**config.mk**
```make
export PLATFORM = sky130hd
export DESIGN_NAME = sort_engine_v2
export DESIGN_NICKNAME = d
export VERILOG_FILES = /design/src/rtl/sort_engine_v2.sv
export SDC_FILE = /design/constraint.sdc
export NUM_CORES = 1
export LEC_CHECK = 0
export ABC_AREA = 0
export ABC_CLOCK_PERIOD_IN_PS = 6000
export CAP_MARGIN = 20
export CORE_MARGIN = 10
export CORE_UTILIZATION = 55
export DETAILED_ROUTE_END_ITERATION = 10
export GPL_ROUTABILITY_DRIVEN = 0
export PLACE_DENSITY = 0.79
export SLEW_MARGIN = 20
export SYNTH_ARGS = -nofsm -noshare
export SYNTH_HDL_FRONTEND = slang
export SYNTH_SLANG_ARGS = --single-unit
```
**constraint.sdc**
```tcl
create_clock -name clk -period 6 [get_ports clk]
set_input_delay 0.6 -clock clk [delete_from_list [all_inputs] [get_ports clk]]
set_output_delay 0.6 -clock clk [all_outputs]
set_load 0.01 [all_outputs]
```
**src/rtl/sort_engine_v2.sv**
```systemverilog
// rtl/sort_engine_v2.sv - in-place bubble sort over a single-outstanding AXI-lite-style memory master
// Supports wrapped base addressing, asc/desc and signed/unsigned ordering, bus-error abort and a swap counter.
module sort_engine_v2 #(
    parameter int ADDR_WDTH = 4,
    parameter int DATA_WDTH = 32,
    parameter int RESP_WDTH = 2,
    parameter int CNT_WDTH  = 16
) (
    input  logic                 clk,
    input  logic                 rst,
    input  logic                 start,
    input  logic [ADDR_WDTH:0]   arr_size,
    input  logic [ADDR_WDTH-1:0] base_addr,
    input  logic                 descending,
    input  logic                 signed_cmp,
    output logic                 busy,
    output logic                 done,
    output logic                 err,
    output logic [1:0]           err_code,
    output logic [CNT_WDTH-1:0]  swap_count,
    input  logic                 ar_ready,
    output logic                 ar_valid,
    output logic [ADDR_WDTH-1:0] ar_address,
    input  logic                 r_valid,
    output logic                 r_ready,
    input  logic [DATA_WDTH-1:0] r_data,
    input  logic [RESP_WDTH-1:0] r_resp,
    input  logic                 aw_ready,
    output logic                 aw_valid,
    output logic [ADDR_WDTH-1:0] aw_address,
    input  logic                 w_ready,
    output logic                 w_valid,
    output logic [DATA_WDTH-1:0] w_data,
    input  logic                 b_valid,
    output logic                 b_ready,
    input  logic [RESP_WDTH-1:0] b_resp
);

    typedef enum logic [2:0] {
        S_IDLE, S_AR, S_R, S_CMP, S_W, S_B, S_DONE
    } state_t;

    localparam logic [ADDR_WDTH:0]   MAX_N = {1'b1, {ADDR_WDTH{1'b0}}};
    localparam logic [ADDR_WDTH-1:0] A_ONE = {{(ADDR_WDTH-1){1'b0}}, 1'b1};

    state_t                 state_q, state_d;
    logic [ADDR_WDTH-1:0]   last_q, last_d;
    logic [ADDR_WDTH-1:0]   idx_q, idx_d;
    logic [ADDR_WDTH-1:0]   base_q, base_d;
    logic [ADDR_WDTH-1:0]   addr_q, addr_d;
    logic [DATA_WDTH-1:0]   cur_q, cur_d;
    logic [DATA_WDTH-1:0]   nxt_q, nxt_d;
    logic [DATA_WDTH-1:0]   wdata_q, wdata_d;
    logic                   desc_q, desc_d;
    logic                   sgn_q, sgn_d;
    logic                   swapped_q, swapped_d;
    logic                   rd_nxt_q, rd_nxt_d;
    logic                   wr_second_q, wr_second_d;
    logic                   aw_done_q, aw_done_d;
    logic                   w_done_q, w_done_d;
    logic                   err_q, err_d;
    logic [1:0]             err_code_q, err_code_d;
    logic [CNT_WDTH-1:0]    swap_cnt_q, swap_cnt_d;

    logic                   cur_gt, cur_lt, out_of_order;
    logic [ADDR_WDTH-1:0]   idx_inc, last_dec;
    logic                   aw_hs, w_hs;

    state_t                 adv_state;
    logic [ADDR_WDTH-1:0]   adv_idx, adv_last, adv_addr;
    logic                   adv_swapped, adv_rd_nxt;

    assign busy       = (state_q != S_IDLE) && (state_q != S_DONE);
    assign done       = (state_q == S_DONE);
    assign err        = err_q;
    assign err_code   = err_code_q;
    assign swap_count = swap_cnt_q;
    assign ar_valid   = (state_q == S_AR);
    assign ar_address = addr_q;
    assign r_ready    = (state_q == S_R);
    assign aw_valid   = (state_q == S_W) && !aw_done_q;
    assign w_valid    = (state_q == S_W) && !w_done_q;
    assign aw_address = addr_q;
    assign w_data     = wdata_q;
    assign b_ready    = (state_q == S_B);

    assign aw_hs    = aw_valid && aw_ready;
    assign w_hs     = w_valid && w_ready;
    assign idx_inc  = idx_q + A_ONE;
    assign last_dec = last_q - A_ONE;

    always_comb begin
        cur_gt       = sgn_q ? ($signed(cur_q) > $signed(nxt_q)) : (cur_q > nxt_q);
        cur_lt       = sgn_q ? ($signed(cur_q) < $signed(nxt_q)) : (cur_q < nxt_q);
        out_of_order = desc_q ? cur_lt : cur_gt;
    end

    // Where to go after finishing step i: fetch element i+2, or close the pass.
    always_comb begin
        adv_state   = S_AR;
        adv_idx     = idx_inc;
        adv_last    = last_q;
        adv_swapped = swapped_q;
        adv_rd_nxt  = 1'b1;
        adv_addr    = base_q + idx_inc + A_ONE;
        if (!(idx_inc < last_q)) begin
            adv_last    = last_dec;
            adv_idx     = '0;
            adv_swapped = 1'b0;
            adv_rd_nxt  = 1'b0;
            adv_addr    = base_q;
            if (!swapped_q || (last_dec == '0)) begin
                adv_state = S_DONE;
            end
        end
    end

    always_comb begin
        state_d     = state_q;
        last_d      = last_q;
        idx_d       = idx_q;
        base_d      = base_q;
        addr_d      = addr_q;
        cur_d       = cur_q;
        nxt_d       = nxt_q;
        wdata_d     = wdata_q;
        desc_d      = desc_q;
        sgn_d       = sgn_q;
        swapped_d   = swapped_q;
        rd_nxt_d    = rd_nxt_q;
        wr_second_d = wr_second_q;
        aw_done_d   = aw_done_q;
        w_done_d    = w_done_q;
        err_d       = err_q;
        err_code_d  = err_code_q;
        swap_cnt_d  = swap_cnt_q;

        case (state_q)
            S_IDLE: begin
                if (start) begin
                    base_d     = base_addr;
                    desc_d     = descending;
                    sgn_d      = signed_cmp;
                    err_d      = 1'b0;
                    err_code_d = 2'd0;
                    swap_cnt_d = '0;
                    idx_d      = '0;
                    swapped_d  = 1'b0;
                    rd_nxt_d   = 1'b0;
                    addr_d     = base_addr;
                    last_d     = arr_size[ADDR_WDTH-1:0] - A_ONE;
                    if (arr_size > MAX_N) begin
                        err_d      = 1'b1;
                        err_code_d = 2'd1;
                        state_d    = S_DONE;
                    end else if (arr_size[ADDR_WDTH:1] == '0) begin
                        state_d = S_DONE;
                    end else begin
                        state_d = S_AR;
                    end
                end
            end
            S_AR: begin
                if (ar_ready) begin
                    state_d = S_R;
                end
            end
            S_R: begin
                if (r_valid) begin
                    if (r_resp != '0) begin
                        err_d      = 1'b1;
                        err_code_d = 2'd2;
                        state_d    = S_DONE;
                    end else if (!rd_nxt_q) begin
                        cur_d    = r_data;
                        rd_nxt_d = 1'b1;
                        addr_d   = base_q + idx_q + A_ONE;
                        state_d  = S_AR;
                    end else begin
                        nxt_d   = r_data;
                        state_d = S_CMP;
                    end
                end
            end
            S_CMP: begin
                if (out_of_order) begin
                    swapped_d   = 1'b1;
                    if (swap_cnt_q != {CNT_WDTH{1'b1}}) begin
                        swap_cnt_d = swap_cnt_q + 1'b1;
                    end
                    addr_d      = base_q + idx_q;
                    wdata_d     = nxt_q;
                    wr_second_d = 1'b0;
                    aw_done_d   = 1'b0;
                    w_done_d    = 1'b0;
                    state_d     = S_W;
                end else begin
                    cur_d     = nxt_q;
                    state_d   = adv_state;
                    idx_d     = adv_idx;
                    last_d    = adv_last;
                    swapped_d = adv_swapped;
                    rd_nxt_d  = adv_rd_nxt;
                    addr_d    = adv_addr;
                end
            end
            S_W: begin
                if (aw_hs) aw_done_d = 1'b1;
                if (w_hs)  w_done_d  = 1'b1;
                if ((aw_done_q || aw_hs) && (w_done_q || w_hs)) begin
                    state_d = S_B;
                end
            end
            S_B: begin
                if (b_valid) begin
                    if (b_resp != '0) begin
                        err_d      = 1'b1;
                        err_code_d = 2'd3;
                        state_d    = S_DONE;
                    end else if (!wr_second_q) begin
                        // cur stays the travelling element, so it lands one slot further on.
                        wr_second_d = 1'b1;
                        addr_d      = base_q + idx_q + A_ONE;
                        wdata_d     = cur_q;
                        aw_done_d   = 1'b0;
                        w_done_d    = 1'b0;
                        state_d     = S_W;
                    end else begin
                        state_d   = adv_state;
                        idx_d     = adv_idx;
                        last_d    = adv_last;
                        swapped_d = adv_swapped;
                        rd_nxt_d  = adv_rd_nxt;
                        addr_d    = adv_addr;
                    end
                end
            end
            S_DONE: begin
                state_d = S_IDLE;
            end
            default: begin
                state_d = S_IDLE;
            end
        endcase
    end

    always_ff @(posedge clk or posedge rst) begin
        if (rst) begin
            state_q     <= S_IDLE;
            last_q      <= '0;
            idx_q       <= '0;
            base_q      <= '0;
            addr_q      <= '0;
            cur_q       <= '0;
            nxt_q       <= '0;
            wdata_q     <= '0;
            desc_q      <= 1'b0;
            sgn_q       <= 1'b0;
            swapped_q   <= 1'b0;
            rd_nxt_q    <= 1'b0;
            wr_second_q <= 1'b0;
            aw_done_q   <= 1'b0;
            w_done_q    <= 1'b0;
            err_q       <= 1'b0;
            err_code_q  <= 2'd0;
            swap_cnt_q  <= '0;
        end else begin
            state_q     <= state_d;
            last_q      <= last_d;
            idx_q       <= idx_d;
            base_q      <= base_d;
            addr_q      <= addr_d;
            cur_q       <= cur_d;
            nxt_q       <= nxt_d;
            wdata_q     <= wdata_d;
            desc_q      <= desc_d;
            sgn_q       <= sgn_d;
            swapped_q   <= swapped_d;
            rd_nxt_q    <= rd_nxt_d;
            wr_second_q <= wr_second_d;
            aw_done_q   <= aw_done_d;
            w_done_q    <= w_done_d;
            err_q       <= err_d;
            err_code_q  <= err_code_d;
            swap_cnt_q  <= swap_cnt_d;
        end
    end

endmodule

```
# Yosys cells after proc, flatten, opt, wreduce, memory -nomap -nowiden
# Cells that the tools add are included.
# word_totals
word_cells	193
output_inout_bits	66
register_bits	141
input_bits	55
# op_classes
order_cmp	6
n_addsub	8
n_mux	96
reduce_logical	39
bitwise_logic	1
eq_ne	25
# ops
op	count
$mux W32	8
$pmux W32 S2	2
$mux W4	21
$gt A32 B32 Y1	2
$lt A32 B32 Y1	2
$mux W16	3
$mux W3	13
$pmux W16 S2	1
$mux W1	31
$ne A2 B2 Y1 const B	13
$pmux W4 S3	2
$reduce_and A6 Y1	4
$reduce_and A5 Y1	4
$pmux W3 S6	1
$add A16 B1 Y16 const B	1
$ne A16 B16 Y1 const B	1
$pmux W4 S4	1
$add A4 B1 Y4 const B	3
$mux W2	6
$pmux W1 S3	4
$reduce_and A4 Y1	3
$reduce_bool A3 Y1	4
$reduce_bool A2 Y1	5
$eq A3 B3 Y1 const B	3
21 further kinds	37

# Depth between registers and ports, before layout
# logic_depth
word_depth	9
mapped_depth	12
ltp_nobuf	10

# Least setup slack after synthesis
# OpenSTA, ideal clock, no wires.
# synth_timing
path_kind	register -> register
start	reg cur_q[31]
end	reg wdata_q[10], in the netlist w_data[10]
synth_period_minus_slack_ns	2.953
setup_ns	0.125
path_slack_ns	3.047
stages_incl_launch_ff	10
path_buffers	1
arrival_ns	2.828
t_required_ns	5.875
cell_sequence	dfrtp_1 ha_1 nand4_1 or4_1 a31o_1 a211o_1 o211a_2 a211oi_4 buf_4 mux2_2
# synth_via
elab_chain_len	5
elab_cells_between_ends	9
classes_between	order compare: 4; eq/ne: 1; mux: 3; reduce/logical: 1
# synth_rtl
item	line	text
start, declared	51	logic [DATA_WDTH-1:0] cur_q, cur_d;
start signal, assigned	273	cur_q <= cur_d;
$gt A32 B32 Y1 / $lt A32 B32 Y1 (equally long branches)	93, 94	
$mux W1, on equally long branches	93, 94	
$mux W1 (*)	95	out_of_order = desc_q ? cur_lt : cur_gt;
$ne A2 B2 Y1 (no line) (*)	--	
$reduce_and A5 Y1 (no line) (*)	--	
end signal, assigned	275	wdata_q <= wdata_d;
end, declared	53	logic [DATA_WDTH-1:0] wdata_q, wdata_d;
# Mark *: on every way between the ends. The rest lies on a longest branch, timed or not.
# A chain may end at the register's enable or synchronous reset.

# Worst setup path in the final report
# layout_timing
start	reg cur_q[14]
end	reg wdata_q[15], in the netlist w_data[15]
# The elaborated chain is that of the path after synthesis.

==> out/summary.md <==
* **max-slew headroom at the worst pin** 39.09%
* **Pint** 3.133 mW
* **switching part of the total power** 39.31%
* **starting density of the core** 56.07%
* **initial DRC count** 469
* **later-pin clock latency in the skew report** 440 ps
* **cell count after synthesis** 839
* **ratio of routed vias to standard cells** 5.842
* **height of the die** 141.7 um
* **final hold violation count** 0
* **total nets after synthesis** 943
* **antenna violations before repair** 0
* **count of final setup violators** 0
* **Post-Place Cell Area** 9425 sq um
* **run status** finished, final reports clean
* **NumNets Final** 1046
* **most instantiated flip-flop cell in the synthesis netlist** sky130_fd_sc_hd__dfrtp_1
* **slew of the pin with the lowest slew margin** 913.7 ps
* **total placed cells including tap cells** 1107
* **data arrival at the endpoint of the critical path** 4410 ps
* **Req. time, crit path** 6320 ps
* **Setup Total Neg Slack** 0 ps
* **number of clock buffers inserted by TritonCTS** 17
* **hold_buf cts** 0
* **# IOs** 121
* **final slew viol count** 0
* **post-route antenna net violation count** 0
* **Die ar.** 20080 sq um
* **share of cells above drive strength 1** 12.57%
* **net load switching power** 2.029 mW
* **setup fix buffers added after clock tree synthesis** 0
* **period utilization** 68.14%
* **post-route DRC violation count** 0
* **detailed placer's ending HPWL** 14240 um
* **Port Buffer Count** 120
* **ys async rst share** 100.0%
* **DRT Wirelength** 20700 um
* **most frequent standard cell in the layout excluding fill and tap cells** sky130_fd_sc_hd__dfrtp_1
* **Synth Cell Area** 8149 sq um
* **wire length of the first global-routing pass** 34160 um
* **quantity of gates resized following cts** 0
* **Leakage Power** 4.524 nW
* **Worst setup EP type** flip-flop
* **number of enable flip-flop cells after synthesis** 0
* **maximum root-to-sink buffer count** 2
* **cell taking the most area after synthesis** sky130_fd_sc_hd__dfrtp_1
* **CP Launch Type** flip-flop
* **final total power** 5.161 mW
* **unrepaired setup endpoints after global routing** false
* **top library cells by usage in the layout, fill and taps aside** sky130_fd_sc_hd__dfrtp_1 (141), sky130_fd_sc_hd__clkdlybuf4s50_1 (120), sky130_fd_sc_hd__nand2_1 (112), sky130_fd_sc_hd__o21ai_0 (90), sky130_fd_sc_hd__mux2_2 (72)
* **largest net degree at the start of global routing** 97
* **sequential cell area fraction in the yosys report** 43.30%
* **total vias in the final route** 6654
* **post-route cell area** 10030 sq um
* **number of cells in the finished layout apart from fillers** 1139
* **number of diodes added for antenna fixing** 0
* **count of state elements after synthesis** 141
* **Clk Tree Root Cell** sky130_fd_sc_hd__clkbuf_16
* **Clock Skew** 8.637 ps
* **total routing resource utilization after global routing** 20.88%
* **power share of the clock group** 21.0%
* **detailed-route wire length per cell** 18.17 um
* **share of the synthesized area in the top cell type** 43.30%
* **# H-tree levels** 4
* **IR drop worst, VDD** 0.0002894 V
* **via count of the first global-routing pass** 6718
* **area delta synth->final** 23.06%
* **Avg Cell Area, Syn** 9.713 sq um
* **proportion of power drawn by combinational gates** 46.8%
* **count of synthesis-stage warnings from yosys** 0
* **Synth cell types** 57
* **share of total power in sequential cells** 32.2%
* **total power per unit cell area** 514.7 nW/um^2
* **Maximum Capacitance Violations** 0
* **overall overflow remaining after global route** 0
* **Worst-path clk slew** 60 ps
* **# clock sinks** 141
* **biggest fanout along the worst timing path** 33
* **leading cell types by total area after synthesis** sky130_fd_sc_hd__dfrtp_1 (43%), sky130_fd_sc_hd__mux2_2 (9.9%), sky130_fd_sc_hd__ha_1 (7.2%)
* **share of the core filled with cells in the final layout** 69.00%
* **Placement Rows** 44
* **Tmin final** 4089 ps
* **Initial DRT Pass Iterations** 5
* **Floorplan Core Area** 14530 sq um
* **HP Class** flip-flop to flip-flop
* **TritonCTS clock tree** yes
* **Achievable Freq** 244.6 MHz
* **Die Wd** 141.7 um
* **Setup CP Type** flip-flop to flip-flop
==> state kept, by name, indices dropped and copies added, names as in the netlist <==
name and cells:
err_code 2, desc_q 1, wr_second_q 1, err 1, aw_done_q 1, rd_nxt_q 1
idx_q 4, base_q 4, sgn_q 1, last_q 4, state_q 3, nxt_q 32
w_data 32, cur_q 32, w_done_q 1, swap_count 16, ar_address 4, swapped_q 1
==> cell usage after synthesis, types with 5 or more instances <==
| cell | count |
|---|---|
| sky130_fd_sc_hd__xor2_1 | 6 |
| sky130_fd_sc_hd__and3_1 | 6 |
| sky130_fd_sc_hd__buf_1 | 5 |
| sky130_fd_sc_hd__mux2i_1 | 6 |
| sky130_fd_sc_hd__nor3_1 | 11 |
| sky130_fd_sc_hd__o31ai_1 | 17 |
| sky130_fd_sc_hd__a21oi_1 | 39 |
| sky130_fd_sc_hd__mux2_2 | 72 |
| sky130_fd_sc_hd__mux2_1 | 29 |
| sky130_fd_sc_hd__a21o_1 | 5 |
| sky130_fd_sc_hd__nor2_1 | 40 |
| sky130_fd_sc_hd__or4_1 | 11 |
| sky130_fd_sc_hd__dfrtp_1 | 141 |
| sky130_fd_sc_hd__inv_1 | 61 |
| sky130_fd_sc_hd__xnor2_1 | 7 |
| sky130_fd_sc_hd__a31oi_1 | 6 |
| sky130_fd_sc_hd__nand2b_1 | 10 |
| sky130_fd_sc_hd__buf_4 | 7 |
| sky130_fd_sc_hd__nand2_1 | 113 |
| sky130_fd_sc_hd__clkbuf_1 | 27 |
| sky130_fd_sc_hd__ha_1 | 47 |
| sky130_fd_sc_hd__nand3_1 | 15 |
| sky130_fd_sc_hd__nand4_1 | 9 |
| sky130_fd_sc_hd__o21ai_0 | 90 |
==> power groups by stage <==
stage	Clock (mW)	Sequential [mW]	Combinational, mW
3_5_place_dp	0	1.66	2.38
3_3_place_gp	0	1.65	2.32
2_1_floorplan	0	1.62	1.62
4_1_cts	1.09	1.66	2.44
6_report	1.08	1.66	2.42
5_1_grt	1.13	1.72	2.71
==> final cells by class <==
cell class / count / area (sq um)
well taps: 184 / 230.2
repair buffers: 128 / 1261
inverters: 61 / 234.0
fillers: 1105 / 4506
flip-flops and latches: 141 / 3528
multi-input cells: 593 / 4172
clock inverters: 13 / 150.1
clock buffers: 19 / 452.9
==> final timing paths <==
| path | depth (start not counted) | from | slack (ps) | end |
|---|---|---|---|---|
| setup / recovery | 10 | cur_q[14] | 1910 | w_data[15] |
| hold / removal | 1 | swapped_q | 480 | swapped_q |
| setup reg to reg | 10 | cur_q[14] | 1910 | w_data[15] |
| hold reg to reg | 1 | swapped_q | 480 | swapped_q |
| max in group asynchronous | 3 | rst | 4130 | w_data[8] |
| min in group asynchronous | 2 | rst | 740 | w_data[27] |
==> through the flow <==
step / setup WS (ps) / hold WS (ps)
after global routing: 1588 / 517.7
after detailed placement: 1954 / 466.5
after global placement: 2058 / 460.8
final: 1911 / 479.4
after floorplan: 1619 / 437.9
after CTS: 1909 / 479.7
==> critical path: stages, from the launching register on <==
cell and delay (ps):
sky130_fd_sc_hd__dfrtp_1 400, sky130_fd_sc_hd__ha_1 330, sky130_fd_sc_hd__nand4_1 180, sky130_fd_sc_hd__nor4_1 470
sky130_fd_sc_hd__o21ai_0 160, sky130_fd_sc_hd__a31o_1 260, sky130_fd_sc_hd__a211o_1 260, sky130_fd_sc_hd__o211a_2 320
sky130_fd_sc_hd__a211oi_4 760, sky130_fd_sc_hd__buf_4 430, sky130_fd_sc_hd__mux2_2 380
==> cell families after synthesis <==
group / count (synthesis) / share of synthesized area, %
AO/OA/AOI/OAI: 192 / 14.16
XOR/XNOR: 13 / 1.397
adder cells (fa/ha/maj): 49 / 7.708
buffers and inverters: 105 / 5.543
flip-flops: 141 / 43.30
multiplexers: 107 / 14.69
AND/OR/NAND/NOR: 232 / 13.20
==> routing by layer <==
metal / vias to the layer above / track usage [%] / wire (um)
li1: 3169 / - / -
met1: 3225 / 26.02 / 8965
met2: 227 / 33.94 / 10050
met3: 33 / 4.573 / 1292
met4: 0 / 9.414 / 392
met5: - / 0 / 0
Power figures use the tool's default switching activity.
